==> src/rtl/load_store_mult_sequencer.sv <==
// load_store_mult_sequencer
//   Micro-op sequencer for Thumb LDM/STM/PUSH/POP. When a start is accepted it
//   walks the register list from the lowest set bit to the highest. It issues one
//   register transfer per cycle, and each transfer carries the byte offset
//   4 * (transfers already done). Fetch/decode is stalled until the last uop.
//
//   Optional feature macro: LSM_BASE_WRITEBACK_EN
//     defined   -> a base write-back cycle (WB) follows the last uop. It is
//                  suppressed for a load whose list contains the base register,
//                  because the loaded value wins.
//     undefined -> no WB state; the wb_* outputs are tied to 0.
//
// Ports
//   clk_i            rising-edge clock
//   reset_i          asynchronous, active-high reset
//   start_i          decoded LDM/STM valid (sampled only while idle)
//   is_load_i        1 = LDM/POP, 0 = STM/PUSH
//   reg_list_i       register list (r0..r7)
//   base_reg_i       base register number
//   hold_i           downstream hold; freezes the sequencer
//   busy_o           sequencer not idle
//   stall_pipeline_o hold fetch/decode (combinational)
//   uop_valid_o      a register transfer is presented this cycle
//   uop_reg_addr_o   register being transferred
//   uop_offset_o     byte offset from base
//   mem_write_en_o   store transfer
//   reg_write_en_o   load transfer
//   wb_valid_o       base write-back cycle
//   wb_reg_o         base register for write-back
//   wb_offset_o      total bytes transferred
//   done_o           one-cycle pulse at sequence completion
module load_store_mult_sequencer #(
  parameter int REG_LIST_W = 8,
  parameter int REG_ADDR_W = 4,
  parameter int OFFSET_W   = 6
) (
  input  logic                  clk_i,
  input  logic                  reset_i,
  input  logic                  start_i,
  input  logic                  is_load_i,
  input  logic [REG_LIST_W-1:0] reg_list_i,
  input  logic [2:0]            base_reg_i,
  input  logic                  hold_i,
  output logic                  busy_o,
  output logic                  stall_pipeline_o,
  output logic                  uop_valid_o,
  output logic [REG_ADDR_W-1:0] uop_reg_addr_o,
  output logic [OFFSET_W-1:0]   uop_offset_o,
  output logic                  mem_write_en_o,
  output logic                  reg_write_en_o,
  output logic                  wb_valid_o,
  output logic [2:0]            wb_reg_o,
  output logic [OFFSET_W-1:0]   wb_offset_o,
  output logic                  done_o
);

  localparam logic [1:0] ST_IDLE = 2'd0;
  localparam logic [1:0] ST_XFER = 2'd1;
  localparam logic [1:0] ST_WB   = 2'd2;
  localparam logic [1:0] ST_DONE = 2'd3;

  localparam logic [3:0] CNT_MAX = 4'(REG_LIST_W);

  logic [1:0]            state_reg, state_next;
  logic [REG_LIST_W-1:0] mask_reg, mask_next;
  logic [3:0]            count_reg, count_next;
  logic                  load_reg;
  logic [2:0]            base_reg;

  logic [REG_ADDR_W-1:0] low_idx;
  logic                  mask_last;
  logic                  wb_pending;
  logic [OFFSET_W-1:0]   count_bytes;
  logic                  in_xfer;
  logic                  accept;

  assign in_xfer     = (state_reg == ST_XFER);
  assign accept      = (state_reg == ST_IDLE) && start_i;
  assign count_bytes = OFFSET_W'({count_reg, 2'b00});

  // Exactly one bit left in the mask means the current uop is the final one.
  assign mask_last = ((mask_reg & (mask_reg - REG_LIST_W'(1))) == '0);

  // Index of the lowest set bit in the remaining mask. The loop scans downward
  // so that the last match written is the lowest bit.
  always_comb begin
    low_idx = '0;
    for (int i = REG_LIST_W - 1; i >= 0; i--) begin
      if (mask_reg[i]) low_idx = REG_ADDR_W'(i);
    end
  end

`ifdef LSM_BASE_WRITEBACK_EN
  // Set at accept time when the base is reloaded from memory; the write-back
  // must not overwrite the loaded value.
  logic wb_skip_reg;

  always_ff @(posedge clk_i or posedge reset_i) begin
    if (reset_i) begin
      wb_skip_reg <= 1'b0;
    end else if (accept) begin
      wb_skip_reg <= is_load_i & reg_list_i[base_reg_i];
    end
  end

  assign wb_pending  = ~wb_skip_reg;
  assign wb_valid_o  = (state_reg == ST_WB);
  assign wb_reg_o    = wb_valid_o ? base_reg : 3'd0;
  assign wb_offset_o = wb_valid_o ? count_bytes : '0;
`else
  logic unused_base;
  assign unused_base = ^base_reg;
  assign wb_pending  = 1'b0;
  assign wb_valid_o  = 1'b0;
  assign wb_reg_o    = 3'd0;
  assign wb_offset_o = '0;
`endif

  always_comb begin
    state_next = state_reg;
    mask_next  = mask_reg;
    count_next = count_reg;
    case (state_reg)
      ST_IDLE: begin
        if (start_i) begin
          mask_next  = reg_list_i;
          count_next = '0;
          state_next = (|reg_list_i) ? ST_XFER : ST_DONE;
        end
      end
      ST_XFER: begin
        if (!hold_i) begin
          mask_next = mask_reg & (mask_reg - REG_LIST_W'(1));
          if (count_reg != CNT_MAX) count_next = count_reg + 4'd1;
          if (mask_last) state_next = wb_pending ? ST_WB : ST_DONE;
        end
      end
      ST_WB: begin
        if (!hold_i) state_next = ST_DONE;
      end
      default: state_next = ST_IDLE;
    endcase
  end

  always_ff @(posedge clk_i or posedge reset_i) begin
    if (reset_i) begin
      state_reg <= ST_IDLE;
      mask_reg  <= '0;
      count_reg <= '0;
      load_reg  <= 1'b0;
      base_reg  <= 3'd0;
    end else begin
      state_reg <= state_next;
      mask_reg  <= mask_next;
      count_reg <= count_next;
      if (accept) begin
        load_reg <= is_load_i;
        base_reg <= base_reg_i;
      end
    end
  end

  // The stall drops in the same cycle as the final uop when nothing follows,
  // so that fetch resumes without a bubble.
  always_comb begin
    case (state_reg)
      ST_IDLE: stall_pipeline_o = start_i & (|reg_list_i);
      ST_XFER: stall_pipeline_o = ~(mask_last & ~hold_i & ~wb_pending);
      ST_WB:   stall_pipeline_o = hold_i;
      default: stall_pipeline_o = 1'b0;
    endcase
  end

  assign busy_o         = (state_reg != ST_IDLE);
  assign uop_valid_o    = in_xfer;
  assign uop_reg_addr_o = in_xfer ? low_idx : '0;
  assign uop_offset_o   = in_xfer ? count_bytes : '0;
  assign mem_write_en_o = in_xfer & ~load_reg;
  assign reg_write_en_o = in_xfer & load_reg;
  assign done_o         = (state_reg == ST_DONE);

endmodule

==> config.mk <==
export PLATFORM = sky130hd
export DESIGN_NAME = load_store_mult_sequencer
export DESIGN_NICKNAME = d
export VERILOG_FILES = /design/src/rtl/load_store_mult_sequencer.sv
export SDC_FILE = /design/constraint.sdc
export NUM_CORES = 1
export LEC_CHECK = 0
export ABC_AREA = 1
export CAP_MARGIN = 20
export CORE_MARGIN = 2
export CORE_UTILIZATION = 45
export CTS_CLUSTER_SIZE = 25
export DETAILED_ROUTE_END_ITERATION = 10
export GPL_ROUTABILITY_DRIVEN = 0
export HOLD_SLACK_MARGIN = 0.1
export PLACE_DENSITY = 0.79
export SETUP_SLACK_MARGIN = 0.4
export SLEW_MARGIN = 15
export SYNTH_ARGS = -nofsm -noshare
export SYNTH_HDL_FRONTEND = slang
export SYNTH_SLANG_ARGS = --single-unit
export TNS_END_PERCENT = 1
==> constraint.sdc <==
create_clock -name clk_i -period 2.1 [get_ports clk_i]
set_clock_uncertainty 0.2 [all_clocks]
set_input_delay 0.21 -clock clk_i [delete_from_list [all_inputs] [get_ports clk_i]]
set_output_delay 0.21 -clock clk_i [all_outputs]
set_load 0.05 [all_outputs]
# Word-level counts from Yosys, hierarchy flattened
# Index checks and enable logic that the tools add are counted.
[word_totals] register_bits=15 latch_bits=0 ramBits=0 romBits=0 in_bits=16 output_inout_bits=26 wordCells=56 memories=0
[classes] add_sub_neg=2 mul=0 div=0 magnitude_cmp=0 eq_ne=9 n_shift=0 muxes=24 bitwise_logic=8 reduce_logical=9
[op_table] operator="2-to-1 mux 4 bit" count=8
[op_table] operator="2-to-1 mux 8 bit" count=2
[op_table] operator="one-hot mux 8 bit (2 select lines)" count=1
[op_table] operator="2-to-1 mux 3 bit" count=4
[op_table] operator="2-to-1 mux 2 bit" count=5
[op_table] operator="AND 8 bit" count=1
[op_table] operator="logical NOT 8 bit" count=1
[op_table] operator="inequality test 2 bit, second input constant" count=4
[op_table] operator="one-hot mux 4 bit (2 select lines)" count=1
[op_table] operator="AND reduction 4 bit" count=2
[op_table] operator="OR reduction 8 bit" count=1
[op_table] operator="subtractor 8 x 1 -> 8 bit, second input constant" count=1
[op_table] operator="2-to-1 mux 6 bit" count=1
[op_table] operator="one-hot mux 2 bit (3 select lines)" count=1
[op_table] operator="adder 4 x 1 -> 4 bit, second input constant" count=1
[op_table] operator="AND 1 bit" count=4
[op_table] operator="equality test 2 bit, second input constant" count=2
[op_table] operator="inequality test 4 bit, second input constant" count=1
[op_table] operator="nonzero test 2 bit" count=2
[op_table] operator="inverter 1 bit" count=3
[op_table] operator="one-hot mux 1 bit (3 select lines)" count=1
[op_table] operator="AND reduction 3 bit" count=1
[op_table] operator="equality test 2 x 1 -> 1 bit, second input constant" count=1
[op_table] operator="logical NOT 2 bit" count=1
[op_table] operator="2 further kinds" count=2

# Depth between registers and ports, before layout
# Gate-level depths: netlist (run 1).
[logic_depth] word_depth=9 depth_mapped=11 mapped_depth_nobuf=11

# Least setup slack after synthesis (run 1)
# Ideal clock, no wire load.
[synth_timing] kind="reg-to-output" start="reg state_reg[1]" end="out uop_reg_addr_o[2]" arrival_ns=2.739 required_ns=1.690 setup_slack_ns=-1.049 stages_incl_launch_ff=5 path_buffers=0 path_cell_list="dfrtp_1 > inv_1 > ha_1 > clkinv_1 > a311oi_1"
[synth_via] elab_chain_len=2
[synth_rtl] element="start, declared" line_no="64" rtl="logic [1:0] state_reg, state_next;"
[synth_rtl] element="start signal, assigned" line_no="153" rtl="state_reg <= state_next;"
[synth_rtl] element="equality test 2 x 1 -> 1 bit" line_no="77" rtl="assign in_xfer = (state_reg == ST_XFER);"
[synth_rtl] element="via uop_valid_o" line_no="46" rtl="output logic uop_valid_o,"
[synth_rtl] element="2-to-1 mux 4 bit" line_no="176" rtl="assign uop_reg_addr_o = in_xfer ? low_idx : '0;"
[synth_rtl] element="end, declared" line_no="47" rtl="output logic [REG_ADDR_W-1:0] uop_reg_addr_o,"
# The timed path passes the listed nets, and every way through them passes these cells.

# Worst setup path after layout (run 1)
[layout_timing] start="reg mask_reg[0]" end="out stall_pipeline_o"
[layout_via] elab_chain_len=6
[layout_rtl] element="start, declared" line_no="65" rtl="logic [REG_LIST_W-1:0] mask_reg, mask_next;"
[layout_rtl] element="start signal, assigned" line_no="154" rtl="mask_reg <= mask_next;"
[layout_rtl] element="subtractor 8 x 1 -> 8 bit" line_no="82" rtl="assign mask_last = ((mask_reg & (mask_reg - REG_LIST_W'(1))) == '0);"
[layout_rtl] element="AND 8 bit (*)" line_no="82"
[layout_rtl] element="logical NOT 8 bit (*)" line_no="82"
[layout_rtl] element="AND 1 bit (*)" line_no="168" rtl="ST_XFER: stall_pipeline_o = ~(mask_last & ~hold_i & ~wb_pending);"
[layout_rtl] element="inverter 1 bit (*)" line_no="168"
[layout_rtl] element="one-hot mux 1 bit (3 select lines) (*)" line_no="166" rtl="case (state_reg)"
[layout_rtl] element="end, declared" line_no="45" rtl="output logic stall_pipeline_o,"
# Mark *: on every way between the ends. The rest lies on a longest branch, timed or not.

==> results.sh, run 1 <==
export IMPL_die_h_um=56.3
export IMPL_final_seq_area_um2=379
export IMPL_r2r_start="state_reg[0]"
export IMPL_antenna_found_initial=0
export IMPL_r2r_end="count_reg[3]"
export IMPL_dpl_cell_area_um2=1680
export IMPL_hold_viol=0
export IMPL_slew_headroom_pct=60.1
export IMPL_first_global_vias=1182
export IMPL_ys_types=28
export IMPL_vias=1184
export IMPL_htreeDepth=1
export IMPL_instances_no_fill=235
export IMPL_endpoint_kind="output port"
export IMPL_grt_ovfl_total=0
export IMPL_start_util_pct=48.4
export IMPL_synthToLayoutAreaGrowth_pct=48.4
export IMPL_pre_cts_slack_ns=0.131
export IMPL_grt_usage_pct=18.9
export IMPL_drive_above_1_share_pct=37.1
export IMPL_power_density_nw_per_um2=1830
export IMPL_outcome="finished, violations left"
export IMPL_dieArea_um2=3170
export IMPL_largest_register_ffs=8
export IMPL_violations="setup timing"
export IMPL_antennaDiodeCount=0
export IMPL_viasPerCell=5.04
export IMPL_yosys_warnings=0
export IMPL_critPathLaunchType="register"
export IMPL_tns_ns=-0.0583
export IMPL_drt_total_wl_um=2850
export IMPL_die_w_um=56.3
export IMPL_design_area_um2=1830
export IMPL_dr_first_iter_drc_count=44
export IMPL_r2r_cells=9
export IMPL_setup_viol=1
export IMPL_synth_seq_area_share_pct=30.5
export IMPL_portBuffers=25
export IMPL_ir_drop_v=0.00167
export IMPL_yosys_area_top_type="dfrtp_1"
export IMPL_arrival_ns=1.75
export IMPL_synth_area_um2=1230
export IMPL_placementRows=18
export IMPL_cts_tree="done"
export IMPL_grt_setup_unrepaired="yes"
export IMPL_layout_setup_ws_ns=-0.0583
export IMPL_drc=0
export IMPL_finalCritPeriodShare_pct=103
export IMPL_avgRoutedWirePerCell_um=12.1
export IMPL_placedCellCount=224
export IMPL_cts_sinks=15
export IMPL_grt_max_degree=16
export IMPL_reg2reg_slack_ns=0.21
export IMPL_worst_pin_slew_ns=0.598
export IMPL_cts_clk_slew_worst_paths_ns=0.10
export IMPL_hold_class="input pin to asynchronous set/reset pin"
export IMPL_syn_avg_cell_area_um2=7.33
export IMPL_synth_top_cells_by_area="dfrtp_1 30%, nand2_1 9.8%, buf_4 7.9%, ha_1 7.1%, nor2_1 6.4%"
export IMPL_hpwl_um=2150
export IMPL_cp_max_fo=6
export IMPL_cts_buffer_depth=2
export IMPL_timing_fmax_mhz=463
export IMPL_synth_seq_cells=15
export IMPL_drv_cap=0
export IMPL_io_pins=42
export IMPL_p_leak_uw=0.000862
export IMPL_coreArea_um2=2540
export IMPL_insertion_delay_ns=0.28
export IMPL_fillers=209
export IMPL_drtPass1Iterations=4
export IMPL_ant_nets=0
export IMPL_syn_inst=168
export IMPL_drv_slew=0
export IMPL_worst_hold_slack_ns=0.0890
export IMPL_multi_input_area_um2=795
export IMPL_finalCriticalPeriod_ns=2.16
export IMPL_cp_required_ns=1.69
export IMPL_cts_root_buf="clkbuf_4"
export IMPL_grt_first_pass_wirelength_um=4910
export IMPL_path_class="register to output port"
export IMPL_cts_buffers=3
export IMPL_yosys_area_top_type_share_pct=30.5
export IMPL_nets=229
logic make-up after synthesis:
logic type / share of synthesized area (%)
simple gates: 26.4
buf+inv: 17.6
compound gates: 15.8
flops: 30.5
fa+ha+maj: 7.11
xor+xnor: 1.42
other cells: 0.305
mux: 0.915
metal layers:
layer | part of all wire, % | track usage (%)
met5 | 0 | 0
met4 | 2.4 | 8.50
met3 | 4.4 | 2.76
met2 | 52 | 33.6
met1 | 41 | 22.1
Yosys cell counts:
cell,count
nand3_2,1
inv_2,5
clkinv_1,1
nor2_4,2
nand4_1,2
nand3_1,9
o211ai_2,2
a21oi_1,4
xor2_1,2
nand2_2,3
nor2_1,21
buf_4,13
nand2_1,32
buf_2,2
o21ai_0,6
dfrtp_1,15
mux2_2,1
o21ai_2,4
conb_1,1
ha_1,7
o31ai_1,1
nor2_2,2
nor3_1,1
o21ai_1,6
o22ai_2,3
inv_1,20
buf_6,1
a311oi_1,1
report_power, final:
part / total [uW] / internal [uW] / switching (uW)
registers: 570 / 423 / 147
logic: 2600 / 1100 / 1510
clock network: 166 / 73.5 / 92.7
total: 3340 / 1590 / 1750
worst max-delay path, stage by stage (launching register included):
cell	delay [ns]
dfrtp_2	0.45
nor2_4	0.19
nand2_2	0.09
nand2_1	0.09
nand3_1	0.08
nor2_1	0.10
nand2_1	0.08
nand2_2	0.08
nand3_2	0.06
nand2_2	0.06
inv_2	0.04
buf_12	0.13
cells in the final DEF (no fill, tap or decap), drive strengths merged, types with 3 or more instances in the layout:
cell type,n
a21oi,4
buf,25
clkbuf,4
clkdlybuf4s50,12
conb,13
dfrtp,15
ha,7
inv,24
nand2,35
nand3,10
nor2,25
o21ai,16
o22ai,3
cell type report:
cell class | count | area share [%]
flip-flops and latches | 15 | 20.8
clock buffers | 4 | 1.44
multi-input cells | 123 | 43.5
repair buffers | 37 | 25.8
well taps | 30 | 2.05
inverters | 26 | 6.44
through the flow:
step                utilization, %  power (uW)
finish                        71.8        3340
detailed placement            66.1        2900
global route                  71.8        3580
floorplan                        -        2240
CTS                           70.5        3260
global placement              66.1        2840
worst max-delay path by stage:
stage                       from                to  slack (ns)  cells past startpoint
finish               mask_reg[0]  stall_pipeline_o       -0.06                     11
detailed placement   mask_reg[0]  stall_pipeline_o        0.13                     11
global route         mask_reg[0]  stall_pipeline_o       -0.17                     11
CTS                  mask_reg[0]  stall_pipeline_o       -0.03                     11
floorplan           state_reg[1]       mask_reg[2]        0.16                     10
global placement     mask_reg[0]  stall_pipeline_o        0.16                     11
what timing repair did:
action,in CTS,in global routing
setup endpoints to repair,23,26
pin swaps,10,6
resized for setup,14,10
setup buffers,6,1
hold buffers,0,0
Note: power is estimated with default switching activity, not from simulation.
==> run 2: changes to the inputs <==
REMOVE_ABC_BUFFERS = 1   (was unset)
==> results.sh, run 2 (synthesis results as in run 1) <==
export IMPL_insertion_delay_ns=0.29
export IMPL_p_switching_uw=1850
export IMPL_cts_buffer_depth=2
export IMPL_drv_cap=0
export IMPL_p_int_uw=1630
export IMPL_timing_fmax_mhz=446
export IMPL_r2r_start="mask_reg[3]"
export IMPL_crit_family="simple AND/OR/NAND/NOR gates"
export IMPL_p_comb_share_pct=78.1
export IMPL_hold_class="input pin to asynchronous set/reset pin"
export IMPL_setup_viol=1
export IMPL_synthToLayoutAreaGrowth_pct=50.2
export IMPL_drv_slew=0
export IMPL_cts_buffers=3
export IMPL_die_w_um=56.3
export IMPL_worst_pin_slew_ns=0.612
export IMPL_hold_viol=0
export IMPL_outcome="finished, violations left"
export IMPL_worst_hold_slack_ns=0.0830
export IMPL_vias=1195
export IMPL_violations="setup timing"
export IMPL_final_common_cell="nand2_1"
export IMPL_drtPass1Iterations=4
export IMPL_hpwl_um=2190
export IMPL_cp_required_ns=1.69
export IMPL_viasPerCell=5.13
export IMPL_grt_ovfl_total=0
export IMPL_first_global_vias=1137
export IMPL_path_common_cell="nand2_2"
export IMPL_drive_above_1_share_pct=40.9
export IMPL_seqPwrFrac_pct=16.8
export IMPL_drc=0
export IMPL_path_class="register to output port"
export IMPL_cts_sinks=15
export IMPL_power_frac_clock_pct=5.0
export IMPL_avgRoutedWirePerCell_um=13.7
export IMPL_cts_tree="done"
export IMPL_r2r_cells=12
export IMPL_drt_total_wl_um=3190
export IMPL_swShare_pct=53.2
export IMPL_final_cell_mix="22 x nand2_1, 17 x nor2_1, 13 x conb_1, 13 x dfrtp_1, 13 x buf_12"
export IMPL_endpoint_kind="output port"
export IMPL_grt_usage_pct=19.7
export IMPL_dr_first_iter_drc_count=36
export IMPL_portBuffers=25
export IMPL_die_h_um=56.3
export IMPL_reg2reg_slack_ns=0.17
export IMPL_max_stage_delay_ns=0.42
export IMPL_finalCritPeriodShare_pct=107
export IMPL_finalCriticalPeriod_ns=2.24
export IMPL_dieArea_um2=3170
export IMPL_cts_clk_slew_worst_paths_ns=0.10
export IMPL_layout_setup_ws_ns=-0.142
export IMPL_p_leak_uw=0.000898
export IMPL_critPathLaunchType="register"
export IMPL_cp_slowest_cell="dfrtp_1"
export IMPL_path_buf_inv=2
export IMPL_placementRows=18
export IMPL_antennaDiodeCount=0
export IMPL_path_cells="nor2_2, nand2_2, nand2_1, nand3_1, nor2_2, nand2_1, nand2_2, nand3_2, nand2_2, inv_2, buf_12"
export IMPL_arrival_ns=1.83
export IMPL_antenna_found_initial=0
export IMPL_slew_headroom_pct=59.1
export IMPL_tns_ns=-0.142
export IMPL_power_density_nw_per_um2=1880
export IMPL_coreArea_um2=2540
export IMPL_r2r_end="state_reg[0]"
export IMPL_grt_setup_unrepaired="yes"
export IMPL_grt_first_pass_wirelength_um=4970
export IMPL_grt_max_degree=16
export IMPL_start_util_pct=48.4
export IMPL_ir_drop_v=0.00133
export IMPL_ant_nets=0
export IMPL_design_area_um2=1850
export IMPL_htreeDepth=1
export IMPL_largest_register_ffs=8
export IMPL_io_pins=42
export IMPL_dpl_cell_area_um2=1590
export IMPL_cp_max_fo=4
export IMPL_nets=227
export IMPL_cts_root_buf="clkbuf_4"
-- run 2: how the worst max path moves through the flow --
stage | depth (start not counted) | to | start
3_3_place_gp | 11 | count_reg[0] | state_reg[0]
5_1_grt | 11 | stall_pipeline_o | mask_reg[3]
2_1_floorplan | 4 | uop_reg_addr_o[2] | state_reg[1]
3_5_place_dp | 11 | count_reg[0] | state_reg[0]
4_1_cts | 11 | stall_pipeline_o | mask_reg[1]
6_report | 11 | stall_pipeline_o | mask_reg[3]
-- run 2: cell type report --
cell class              count  area (um2)
multi-input cells         123         822
well taps                  30        37.5
clock buffers               4        26.3
inverters                  26         115
repair buffers             35         470
fillers                   202         696
flip-flops and latches     15         378
-- run 2: per-layer routing --
layer | vias to the layer above | part of all wire (%) | GRT usage [%]
met5 | - | 0 | 0
met2 | 46 | 53 | 35.6
met1 | 567 | 41 | 23.0
li1 | 576 | - | -
met3 | 6 | 4.2 | 3.00
met4 | 0 | 2.2 | 8.16
-- run 2: stage by stage --
stage               utilization, %  cells  setup slack (ns)  power (uW)
floorplan                        -    164             -1.55        1930
global placement              62.6    223             0.128        2640
detailed placement            62.6    223           0.00530        2720
CTS                           66.7    232           -0.0290        3070
global route                  72.7    233            -0.210        3670
finish                        72.7    233            -0.142        3470
-- run 2: power groups by stage --
stage	Sequential (uW)	Combinational, uW	Clock [uW]
after floorplan	523	1410	0
after global placement	547	2100	0
after detailed placement	559	2160	0
after CTS	550	2340	177
after global routing	598	2890	186
final	585	2710	175
-- run 2: repair_timing --
item	in CTS	in global routing
gates resized for setup	14	47
hold buffers	0	0
pin swaps	4	9
hold endpoints to repair	0	0
setup buffers	5	1
endpoints found under the setup margin	24	26
